`config.mk`:
```
export PLATFORM = sky130hd
export DESIGN_NAME = chebyshev_step_controller
export DESIGN_NICKNAME = d
export VERILOG_FILES = /design/src/rtl/chebyshev_step_controller_pkg.sv /design/src/rtl/chebyshev_step_controller_timer.sv /design/src/rtl/chebyshev_step_controller.sv
export SDC_FILE = /design/constraint.sdc
export NUM_CORES = 1
export LEC_CHECK = 0
export ABC_AREA = 0
export CAP_MARGIN = 20
export CORE_MARGIN = 4
export CORE_UTILIZATION = 45
export CTS_CLUSTER_SIZE = 16
export DETAILED_ROUTE_END_ITERATION = 8
export PLACE_DENSITY_LB_ADDON = 0.05
export SETUP_SLACK_MARGIN = 0.1
export SYNTH_ARGS = -nofsm -noshare
export SYNTH_HDL_FRONTEND = slang
export SYNTH_SLANG_ARGS = --single-unit
```
`constraint.sdc`:
```
create_clock -name clock -period 1.9 [get_ports clock]
set_clock_uncertainty 0.05 [all_clocks]
set_input_delay 0.38 -clock clock [delete_from_list [all_inputs] [get_ports clock]]
set_output_delay 0.38 -clock clock [all_outputs]
set_load 0.02 [all_outputs]
```
`src/rtl/chebyshev_step_controller_pkg.sv`:
```
// Shared definitions for the Chebyshev recursion step controller:
// default parameter values, state encodings and the state enum type.
package chebyshev_step_controller_pkg;

  localparam int CHEB_ITER_WIDTH   = 8;
  localparam int CHEB_MAX_ITER     = 16;
  localparam int CHEB_STEP_LATENCY = 3;

  localparam logic [2:0] ST_IDLE_ENC   = 3'd0;
  localparam logic [2:0] ST_LOAD_ENC   = 3'd1;
  localparam logic [2:0] ST_STEP_ENC   = 3'd2;
  localparam logic [2:0] ST_WAIT_ENC   = 3'd3;
  localparam logic [2:0] ST_COMMIT_ENC = 3'd4;
  localparam logic [2:0] ST_DONE_ENC   = 3'd5;

  typedef enum logic [2:0] {
    ST_IDLE   = ST_IDLE_ENC,
    ST_LOAD   = ST_LOAD_ENC,
    ST_STEP   = ST_STEP_ENC,
    ST_WAIT   = ST_WAIT_ENC,
    ST_COMMIT = ST_COMMIT_ENC,
    ST_DONE   = ST_DONE_ENC
  } state_e;

endpackage

```
`src/rtl/chebyshev_step_controller_timer.sv`:
```
// Loadable/clearable up-counter with a terminal flag. The controller clears
// it when a step is launched and lets it count through the pipeline wait.
module chebyshev_latency_timer #(
  parameter int WIDTH = 2
) (
  input  logic             clock,
  input  logic             resetn,
  input  logic             clear_i,
  input  logic             load_i,
  input  logic [WIDTH-1:0] load_value_i,
  input  logic             enable_i,
  input  logic [WIDTH-1:0] terminal_value_i,
  output logic [WIDTH-1:0] count_o,
  output logic             terminal_o
);

  logic [WIDTH-1:0] count_q;
  logic [WIDTH-1:0] count_d;

  // Clear wins over load, load wins over counting.
  always_comb begin
    count_d = count_q;
    if (clear_i) begin
      count_d = '0;
    end else if (load_i) begin
      count_d = load_value_i;
    end else if (enable_i) begin
      count_d = count_q + WIDTH'(1);
    end
  end

  // Counter register.
  always_ff @(posedge clock or negedge resetn) begin
    if (!resetn) begin
      count_q <= '0;
    end else begin
      count_q <= count_d;
    end
  end

  assign count_o    = count_q;
  assign terminal_o = (count_q == terminal_value_i);

endmodule

```
`src/rtl/chebyshev_step_controller.sv`:
```
// Sequencing controller for the Chebyshev recursion datapath
// (T(k+1) = 2x*T(k) - T(k-1)). Owns all datapath enables: initial load,
// per-iteration step launch, pipeline wait, and commit/shift.
// Optional feature macro: CHEB_EARLY_STOP_EN (convergence-based early stop,
// adds the converged input and done_early output).
module chebyshev_step_controller
  import chebyshev_step_controller_pkg::*;
#(
  parameter int ITER_WIDTH   = CHEB_ITER_WIDTH,
  parameter int MAX_ITER     = CHEB_MAX_ITER,
  parameter int STEP_LATENCY = CHEB_STEP_LATENCY
) (
  input  logic                  clock,
  input  logic                  resetn,
  input  logic                  start,
  input  logic [ITER_WIDTH-1:0] n_iter,
  output logic                  busy,
  output logic                  load_init,
  output logic                  step_en,
  output logic                  shift_en,
  output logic [ITER_WIDTH-1:0] iter_idx,
  output logic                  done
`ifdef CHEB_EARLY_STOP_EN
  ,
  input  logic                  converged,
  output logic                  done_early
`endif
);

  // The timer only needs to reach STEP_LATENCY-2 (last WAIT cycle).
  localparam int TW = (STEP_LATENCY > 1) ? $clog2(STEP_LATENCY) : 1;
  localparam logic [TW-1:0] LAT_TERM = TW'((STEP_LATENCY >= 2) ? (STEP_LATENCY - 2) : 0);
  localparam logic [ITER_WIDTH-1:0] MAX_N = ITER_WIDTH'(MAX_ITER);

  state_e state_q, state_d;
  logic [ITER_WIDTH-1:0] n_eff_q, n_eff_d;
  logic [ITER_WIDTH-1:0] iter_q, iter_d;
  logic [ITER_WIDTH-1:0] iter_inc;
  logic                  timer_clear;
  logic                  timer_en;
  logic                  timer_terminal;
  logic [TW-1:0]         timer_count;
  logic                  busy_q, load_q, step_q, shift_q, done_q;
`ifdef CHEB_EARLY_STOP_EN
  logic                  early_d;
  logic                  done_early_q;
`endif

  chebyshev_latency_timer #(
    .WIDTH (TW)
  ) u_timer (
    .clock            (clock),
    .resetn           (resetn),
    .clear_i          (timer_clear),
    .load_i           (1'b0),
    .load_value_i     ('0),
    .enable_i         (timer_en),
    .terminal_value_i (LAT_TERM),
    .count_o          (timer_count),
    .terminal_o       (timer_terminal)
  );

  // Next-state, capture, iteration-index and timer-control decode.
  always_comb begin
    state_d     = state_q;
    n_eff_d     = n_eff_q;
    iter_d      = iter_q;
    timer_clear = 1'b0;
    timer_en    = 1'b0;
    iter_inc    = iter_q + ITER_WIDTH'(1);
`ifdef CHEB_EARLY_STOP_EN
    early_d     = 1'b0;
`endif
    case (state_q)
      ST_IDLE: begin
        if (start) begin
          state_d = ST_LOAD;
          n_eff_d = (n_iter > MAX_N) ? MAX_N : n_iter;
          iter_d  = '0;
        end
      end
      ST_LOAD: begin
        state_d = (n_eff_q == '0) ? ST_DONE : ST_STEP;
      end
      ST_STEP: begin
        if (STEP_LATENCY == 1) begin
          state_d = ST_COMMIT;
        end else begin
          state_d     = ST_WAIT;
          timer_clear = 1'b1;
        end
      end
      ST_WAIT: begin
        timer_en = 1'b1;
        if (timer_terminal) begin
          state_d = ST_COMMIT;
        end
      end
      ST_COMMIT: begin
        iter_d = iter_inc;
        if (iter_inc == n_eff_q) begin
          state_d = ST_DONE;
`ifdef CHEB_EARLY_STOP_EN
        end else if (converged && (iter_inc < n_eff_q)) begin
          state_d = ST_DONE;
          early_d = 1'b1;
`endif
        end else begin
          state_d = ST_STEP;
        end
      end
      ST_DONE: begin
        state_d = ST_IDLE;
      end
      default: begin
        state_d = ST_IDLE;
      end
    endcase
  end

  // State, captured count, index and registered output decode of the next state.
  always_ff @(posedge clock or negedge resetn) begin
    if (!resetn) begin
      state_q      <= ST_IDLE;
      n_eff_q      <= '0;
      iter_q       <= '0;
      busy_q       <= 1'b0;
      load_q       <= 1'b0;
      step_q       <= 1'b0;
      shift_q      <= 1'b0;
      done_q       <= 1'b0;
`ifdef CHEB_EARLY_STOP_EN
      done_early_q <= 1'b0;
`endif
    end else begin
      state_q      <= state_d;
      n_eff_q      <= n_eff_d;
      iter_q       <= iter_d;
      busy_q       <= (state_d != ST_IDLE);
      load_q       <= (state_d == ST_LOAD);
      step_q       <= (state_d == ST_STEP);
      shift_q      <= (state_d == ST_COMMIT);
      done_q       <= (state_d == ST_DONE);
`ifdef CHEB_EARLY_STOP_EN
      done_early_q <= early_d;
`endif
    end
  end

  assign busy      = busy_q;
  assign load_init = load_q;
  assign step_en   = step_q;
  assign shift_en  = shift_q;
  assign done      = done_q;
  assign iter_idx  = iter_q;
`ifdef CHEB_EARLY_STOP_EN
  assign done_early = done_early_q;
`endif

endmodule

```
# Yosys cells after proc, flatten, opt, wreduce, memory -nomap -nowiden

Cells that the tools add are included.

Logic and storage cells: 42
Bits of input ports: 11
Output and inout bits: 13
Flip-flop bits (word level): 26

Add/subtract/negate cells: 2
$lt $le $gt $ge: 1
Equal/unequal tests: 11
Reductions and logical operators: 7
Mux-type cells: 12

Operators with widths:

| operator                                                              | count |
|---|---|
| 8-bit 2-to-1 mux                                                      | 2 |
| 8-bit one-hot mux with 2 select lines                                 | 1 |
| 3-bit one-hot mux with 5 select lines                                 | 1 |
| 3-bit 2-to-1 mux                                                      | 4 |
| 3-bit by 2-bit equality test with 1-bit output, second input constant | 3 |
| 3-bit equality test, second input constant                            | 3 |
| 8-bit by 1-bit adder with 8-bit output, second input constant         | 1 |
| 8-bit equality test                                                   | 1 |
| 8-bit by 5-bit > comparator with 1-bit output, second input constant  | 1 |
| 8-bit logical NOT                                                     | 1 |
| 3-bit by 1-bit equality test with 1-bit output, second input constant | 2 |
| 2-bit 2-to-1 mux                                                      | 2 |
| 2-bit AND reduction                                                   | 2 |
| 2-bit nonzero test                                                    | 2 |
| 3-bit logical NOT                                                     | 1 |
| 3-bit nonzero test                                                    | 1 |
| 2-bit by 1-bit adder with 2-bit output, second input constant         | 1 |
| 2-bit by 1-bit equality test with 1-bit output, second input constant | 1 |
| 1-bit 2-to-1 mux                                                      | 2 |
| 2-bit inequality test, second input constant                          | 1 |

# Logic depth before layout (Yosys ltp)

Gate-level depths: netlist of run 1.

Depth after elaboration: 5
Gate-level depth with buffers: 6
Gate-level depth less buffers: 6

# Hierarchy

A second synthesis of run 1 with hierarchy kept.

Cells, all modules: 153
Area, all modules: 1430.1 um2

Modules (own cells, without submodules):

| module                    | sequential area each (um2) | times used | area an instance (um2) | cells each |
|---|---|---|---|---|
| chebyshev_step_controller | 600.6                      | 1          | 1296.2                 | 140 |
| chebyshev_latency_timer   | 50.0                       | 1          | 133.9                  | 13 |

# Worst setup path after synthesis of run 1

OpenSTA, ideal clock, no wires.

Kind: flip-flop to flip-flop
Start point: reg iter_q[0], in the netlist iter_idx[0]
End point: reg state_q[1]
Cell stages (with the launch flop): 7
Required time: 1.719 ns
Path buffers: 0
Slack: -0.022 ns
Library setup time: 0.131 ns
Arrival: 1.741 ns
Period minus slack after synthesis: 1.922 ns
Path through: dfrtp_1 -> ha_1 -> nand2b_1 -> o211a_1 -> o32ai_2 -> a31oi_1 -> or3_1

Cells in the longest elaborated chain, start to end: 4

RTL lines:

| what                                   | line                             | text |
|---|---|---|
| start: declaration                     | chebyshev_step_controller.sv:37  | `logic [ITER_WIDTH-1:0] iter_q, iter_d;` |
| start signal: assignment               | chebyshev_step_controller.sv:138 | `iter_q <= iter_d;` |
| 8-bit by 1-bit adder with 8-bit output | chebyshev_step_controller.sv:70  | `iter_inc = iter_q + ITER_WIDTH'(1);` |
| 8-bit equality test                    | chebyshev_step_controller.sv:101 | `if (iter_inc == n_eff_q) begin` |
| 3-bit 2-to-1 mux                       | chebyshev_step_controller.sv:101 |  |
| 3-bit one-hot mux with 5 select lines  | chebyshev_step_controller.sv:74  | `case (state_q)` |
| via state_d[1]                         | chebyshev_step_controller.sv:35  | `state_e state_q, state_d;` |
| end signal: assignment                 | chebyshev_step_controller.sv:136 | `state_q <= state_d;` |
| end: declaration                       | chebyshev_step_controller.sv:35  |  |

The timed path passes the listed nets, and every way through them passes these cells.
A chain may end at the register's enable or synchronous reset.

# Worst setup path after layout of run 1

Start point: reg iter_q[0], in the netlist iter_idx[0]
End point: reg step_q, in the netlist step_en

Cells in the longest elaborated chain, start to end: 5

RTL lines:

| what                                           | line                             | text |
|---|---|---|
| 8-bit by 1-bit adder with 8-bit output         | chebyshev_step_controller.sv:70  |  |
| 8-bit equality test                            | chebyshev_step_controller.sv:101 |  |
| 3-bit 2-to-1 mux                               | chebyshev_step_controller.sv:101 |  |
| 3-bit one-hot mux with 5 select lines          | chebyshev_step_controller.sv:74  |  |
| 3-bit by 2-bit equality test with 1-bit output | chebyshev_step_controller.sv:141 | `step_q <= (state_d == ST_STEP);` |
| end signal: assignment                         | chebyshev_step_controller.sv:141 |  |
| end: declaration                               | chebyshev_step_controller.sv:43  | `logic busy_q, load_q, step_q, shift_q, done_q;` |

Every way passes these cells.

==> results of run 1 <==
## registers in the layout (all words and copies together), names as in the netlist
name             count
iter_idx             8
shift_en             1
n_eff_q              8
load_init            1
u_timer.count_o      2
done                 1
state_q              3
busy                 1
step_en              1
## metrics by stage
| stage | cells | area, sq um |
|---|---|---|
| 2_1_floorplan | 134 | 1360 |
| 3_3_place_gp | 193 | 1680 |
| 3_5_place_dp | 193 | 1680 |
| 4_1_cts | 200 | 1730 |
| 5_1_grt | 200 | 1760 |
| 6_report | 200 | 1760 |
## repair_timing
action / CTS / global route
cloned: 0 / 0
pin swaps: 0 / 1
setup buffers: 3 / 0
setup endpoints to repair: 10 / 7
gates resized for setup: 11 / 6
## power by group through the flow
stage	logic [mW]	clock network [mW]	registers [mW]
3_3_place_gp	0.795	0	0.808
6_report	0.839	0.277	0.803
5_1_grt	0.945	0.330	0.826
3_5_place_dp	0.809	0	0.817
2_1_floorplan	0.453	0	0.861
4_1_cts	0.844	0.291	0.799
## routing by layer
layer  up-vias  part of all wire [%]
li1        562                     -
met1       537                    47
met2        25                    47
met3         2                   4.9
met4         0                  0.79
met5         -                     0
## how the worst min path moves through the flow
stage | slack [ps] | endpoint | cells after the start | start
4_1_cts | 360 | iter_idx[3] | 2 | resetn
6_report | 360 | iter_idx[5] | 2 | resetn
3_5_place_dp | 470 | iter_idx[7] | 1 | iter_idx[7]
5_1_grt | 370 | n_eff_q[0] | 2 | resetn
3_3_place_gp | 460 | iter_idx[7] | 1 | iter_idx[7]
2_1_floorplan | 30 | busy | 0 | resetn
## layout by cell type, fill, tap and decap left out, types with 3 or more instances in the layout
cell type,instances
xor2_1,3
dfrtp_1,19
a21oi_1,3
xnor2_1,3
a22o_1,4
clkbuf_4,3
nor2b_1,8
clkdlybuf4s50_1,15
nand2_1,11
dfrtp_2,7
o31ai_1,4
o21ai_0,10
dlygate4sd2_1,7
nor2_1,11
inv_1,3
buf_4,10
nand3b_1,4
## worst reg2reg max path: cells and delay by family (launching register included)
| family | cells | cell delay (ps) |
|---|---|---|
| and+or+nand+nor | 1 | 140 |
| AOI/OAI and AO/OA | 4 | 820 |
| DFF | 1 | 460 |
| adders and majority gates | 1 | 180 |
## Yosys cell counts (2+ instances only)
library cell  instances
o2111ai_1             2
nand2_1              11
nand2b_1              3
a21oi_1               3
nor4_1                3
xnor2_1               4
nor2b_1               8
clkbuf_1              2
xor2_1                3
ha_1                  2
a22o_1                4
nand3_2               2
a31oi_1               2
nand3b_1              4
nor3b_1               2
nand3_1               2
o21ai_0              10
inv_1                 3
nor2_1               12
o31ai_1               4
nor3_1                2
and3_1                2
o21ai_1               2
dfrtp_1              26
or3_1                 2
## area by class of cell
type                       count  area share (%)
clock buffer                   4            2.06
sequential                    26            37.5
inverter                       3           0.640
multi-input combinational    103            40.6
tap                           31            2.20
timing repair buffer          33            17.0
## kinds of logic after synthesis
group | synth area share [%]
AO/OA/AOI/OAI | 17.3
AND/OR/NAND/NOR | 24.7
buffers and inverters | 1.39
adder cells (fa/ha/maj) | 1.86
XOR/XNOR | 5.76
flip-flops | 48.3
multiplexers | 0.743
==> results.cfg, run 1 <==
[final_layout]
diodes = 0
multi_input_area_sq_um = 714
regArea_sq_um = 659
final_nets = 183
nFillCells = 239
syn_to_final_growth_pct = 30.5
final_core_util_pct = 62.7
drive_gt1_share_pct = 20.1

[synth]
yosys_warnings = 0
syn_nets = 147
synth_edf_count = 0
synth_top_area_share_pct = 48.3
synth_seq_area_share_pct = 48.3
ys_ff_latch = 26
syn_avg_cell_area_sq_um = 10.1
yosysTopAreaCell = dfrtp_1
synth_flop_cell = dfrtp_1
synth-async-reset-ratio_pct = 100
ys_types = 39
syn_inst = 134
netlist_top_cells_area = dfrtp_1 (48%), nor2b_1 (3.7%), o21ai_0 (3.7%)
netlist_area_sq_mm = 0.00135

[timing]
finalHoldViolations = 0
fmax_mhz = 567
setup_violations = 0
rsz0062_at_grt = true
fin_tns_setup_ps = 0
fin_ws_ps = 136
relSlewSlack_pct = 77.6
finalCritPeriodShare_pct = 92.8
holdWs_ps = 359
slew_viol_final = 0
min_period_ps = 1760
tightest_slew_ps = 335

[critical_path]
reg2reg_depth = 6
worst-path-buf-inv = 0
crit_type = register to register
end_kind = register
r2r-start = iter_idx[0]
path_cells = ha_4 > nand2b_4 > o211a_1 > o32ai_2 > a31oi_1 > a311o_1
startpoint = iter_idx[0]
required_ps = 2060
slowest_delay_ps = 460
critPathArrivalTime_ps = 1920
crit_family = compound AO/OA/AOI/OAI gates
path_depth = 6
endpoint = step_en
r2r_slack_ps = 140
path_max_fanout = 5
crit_slowest_cell = dfrtp_2
reg2reg_to = step_en
startpoint_type = register

[placement]
hpwlAfterDp_mm = 2.22
numPortBuffers = 23
preCtsSetupSlack_ps = 46.4
gp_congestion = 0.882

[clock_tree]
cts_root_buffer = clkbuf_4
cts_inserted_buffers = 3
cts_max_level = 1
cts.sinks = 26
clockBufferDepth = 2
insertion_delay_ps = 320
hold_buffers = 0
path_clk_slew_ps = 140
cts_tree = done

[power]
p_seq_share_pct = 41.8
internal_power_mw = 1.22
p_leak_nw = 0.799
switchingPower_mw = 0.700
comb_power_share_pct = 43.7
swShare_pct = 36.5
total_power_mw = 1.92
clkPwrFrac_pct = 14.4
powerDensity_mw_per_mm2 = 1090
peakVddDrop_mv = 0.717

[drt]
wl_per_cell_um = 14.6
ant_nets = 0
drt_wl_total_mm = 2.92
viasPerCell = 5.63
drt-initial-drc-count = 68
dr.pass1.iters = 4
vias = 1126
drc_errors = 0

[hold_path]
hold_path.class = input pin to async pin

[grt]
track_usage_pct = 16.5
use_met2_pct = 25.0
grt_pass1_wl_mm = 5.24
gr-usage-met3_pct = 3.42
grt_pass1_vias = 1110
antenna_found_initial = 0
overflow = 0
grt_max_degree = 27
grtUsageMet1_pct = 23.7
busiest_layer = met2

[run]
maxCapViolations = 0

[die]
ios = 24
num_rows = 19
die_w_um = 62.7
start_util_pct = 48.0
die_h_um = 62.7
dieArea_sq_mm = 0.00393
core_area_sq_mm = 0.00281

[run_status]
outcome = finished clean
(Power assumes the default switching activity.)
==> inputs of run 2 (changes only) <==
- ABC_CLOCK_PERIOD_IN_PS: not set -> 1900
- REMOVE_ABC_BUFFERS: not set -> 1
==> run 2 against run 1 <==
Effect of this change:
- worst hold slack got worse by 22 ps
- largest cell class unchanged
- largest power group unchanged
- core utilization fell by 0.31 points
- via count rose by 2.3%
==> results.cfg, run 2 (synthesized netlist as in run 1, its figures left out) <==
[die]
die_w_um = 62.7
core_area_sq_mm = 0.00281
ios = 24
num_rows = 19
start_util_pct = 48.0
die_h_um = 62.7
dieArea_sq_mm = 0.00393

[clock_tree]
insertion_delay_ps = 330
cts_tree = done
cts.sinks = 26
cts_inserted_buffers = 3
cts_max_level = 1
path_clk_slew_ps = 140
hold_buffers = 0
clockBufferDepth = 2
cts_root_buffer = clkbuf_4

[critical_path]
path_max_fanout = 5
startpoint_type = register
worst-path-buf-inv = 0
end_kind = register
crit_type = register to register
required_ps = 2070
crit_slowest_cell = dfrtp_1
critPathArrivalTime_ps = 1970
crit_family = simple AND/OR/NAND/NOR gates
slowest_delay_ps = 430
path_cells = ha_4 > nand2b_4 > o211a_1 > o32ai_2 > a31oi_1 > or3_1

[final_layout]
final_cells = 199
drive_gt1_share_pct = 17.9
syn_to_final_growth_pct = 29.9
layout_commonest_cell = dfrtp_1
fin_area_sq_mm = 0.00175
diodes = 0
final_nets = 182
final_cell_mix = dfrtp_1 (22), clkdlybuf4s50_1 (15), nor2_1 (12)

[power]
total_power_mw = 1.93
powerDensity_mw_per_mm2 = 1100
p_leak_nw = 0.796
peakVddDrop_mv = 0.664

[timing]
finalCritPeriodShare_pct = 94.7
fin_tns_setup_ps = 0
setup_violations = 0
slew_viol_final = 0
fin_ws_ps = 100
relSlewSlack_pct = 78.3
finalHoldViolations = 0
tightest_slew_ps = 323
fmax_mhz = 556
min_period_ps = 1800
rsz0062_at_grt = true

[run_status]
outcome = finished clean

[placement]
hpwlAfterDp_mm = 2.20
preCtsSetupSlack_ps = 46.2
gp_congestion = 0.891
place_area_sq_mm = 0.00167
numPortBuffers = 23
placedCellCount = 194

[grt]
grt_pass1_vias = 1144
overflow = 0
track_usage_pct = 16.6
grt_pass1_wl_mm = 5.15
grt_max_degree = 27
antenna_found_initial = 0

[drt]
drt-initial-drc-count = 47
wl_per_cell_um = 15.1
drc_errors = 0
dr.pass1.iters = 4
vias = 1152
ant_nets = 0
viasPerCell = 5.79
drt_wl_total_mm = 3.01

[hold_path]
hold_path.class = input pin to async pin

[run]
maxCapViolations = 0
run 2: what timing repair did:
item	4_1_cts	5_1_grt
setup endpoints to repair	10	6
pin swaps	3	3
gates resized for setup	16	2
setup buffers	0	1
run 2: metrics by stage:
step | hold WS (ps) | util, %
2_1_floorplan | 34.4 | -
3_3_place_gp | 466 | 59.5
3_5_place_dp | 469 | 59.5
4_1_cts | 345 | 61.8
5_1_grt | 367 | 62.4
6_report | 337 | 62.4
run 2: worst paths after layout:
check | startpoint | to | slack, ps | cells after the start
max reg2reg | iter_idx[0] | state_q[1] | 100 | 6
min in group clock | u_timer.count_o[0] | u_timer.count_o[0] | 520 | 2
max | iter_idx[0] | state_q[1] | 100 | 6
min reg2reg | u_timer.count_o[0] | u_timer.count_o[0] | 520 | 2
min | resetn | iter_idx[3] | 340 | 2
max in group asynchronous | resetn | n_eff_q[2] | 1200 | 2
run 2: where the power goes:
| group | internal (mW) | switching (mW) | total (mW) |
|---|---|---|---|
| registers | 0.678 | 0.111 | 0.789 |
| clock network | 0.118 | 0.171 | 0.289 |
| logic | 0.412 | 0.439 | 0.851 |
run 2: layout make-up:
class | instances | area, sq um
Timing Repair Buffer | 32 | 292
Sequential cell | 26 | 656
Inverter | 3 | 11.3
Clock buffer | 4 | 36.3
Tap cell | 31 | 38.8
Fill cell | 249 | 1050
Multi-Input combinational cell | 103 | 717
run 2: worst reg2reg max path: stages, from the launching register on:
cell and delay [ps]:
dfrtp_1 430, ha_4 190, nand2b_4 140, o211a_1 130, o32ai_2 240, a31oi_1 130, or3_1 390
run 2: layer usage:
metal,up-vias,global-route usage [%],share of wire (%),wire (um)
met4,0,8.82,2.4,71
met2,46,25.4,46,1380
met3,7,3.60,6.8,206
met5,-,0,0,0
li1,555,-,-,-
met1,544,21.7,45,1350
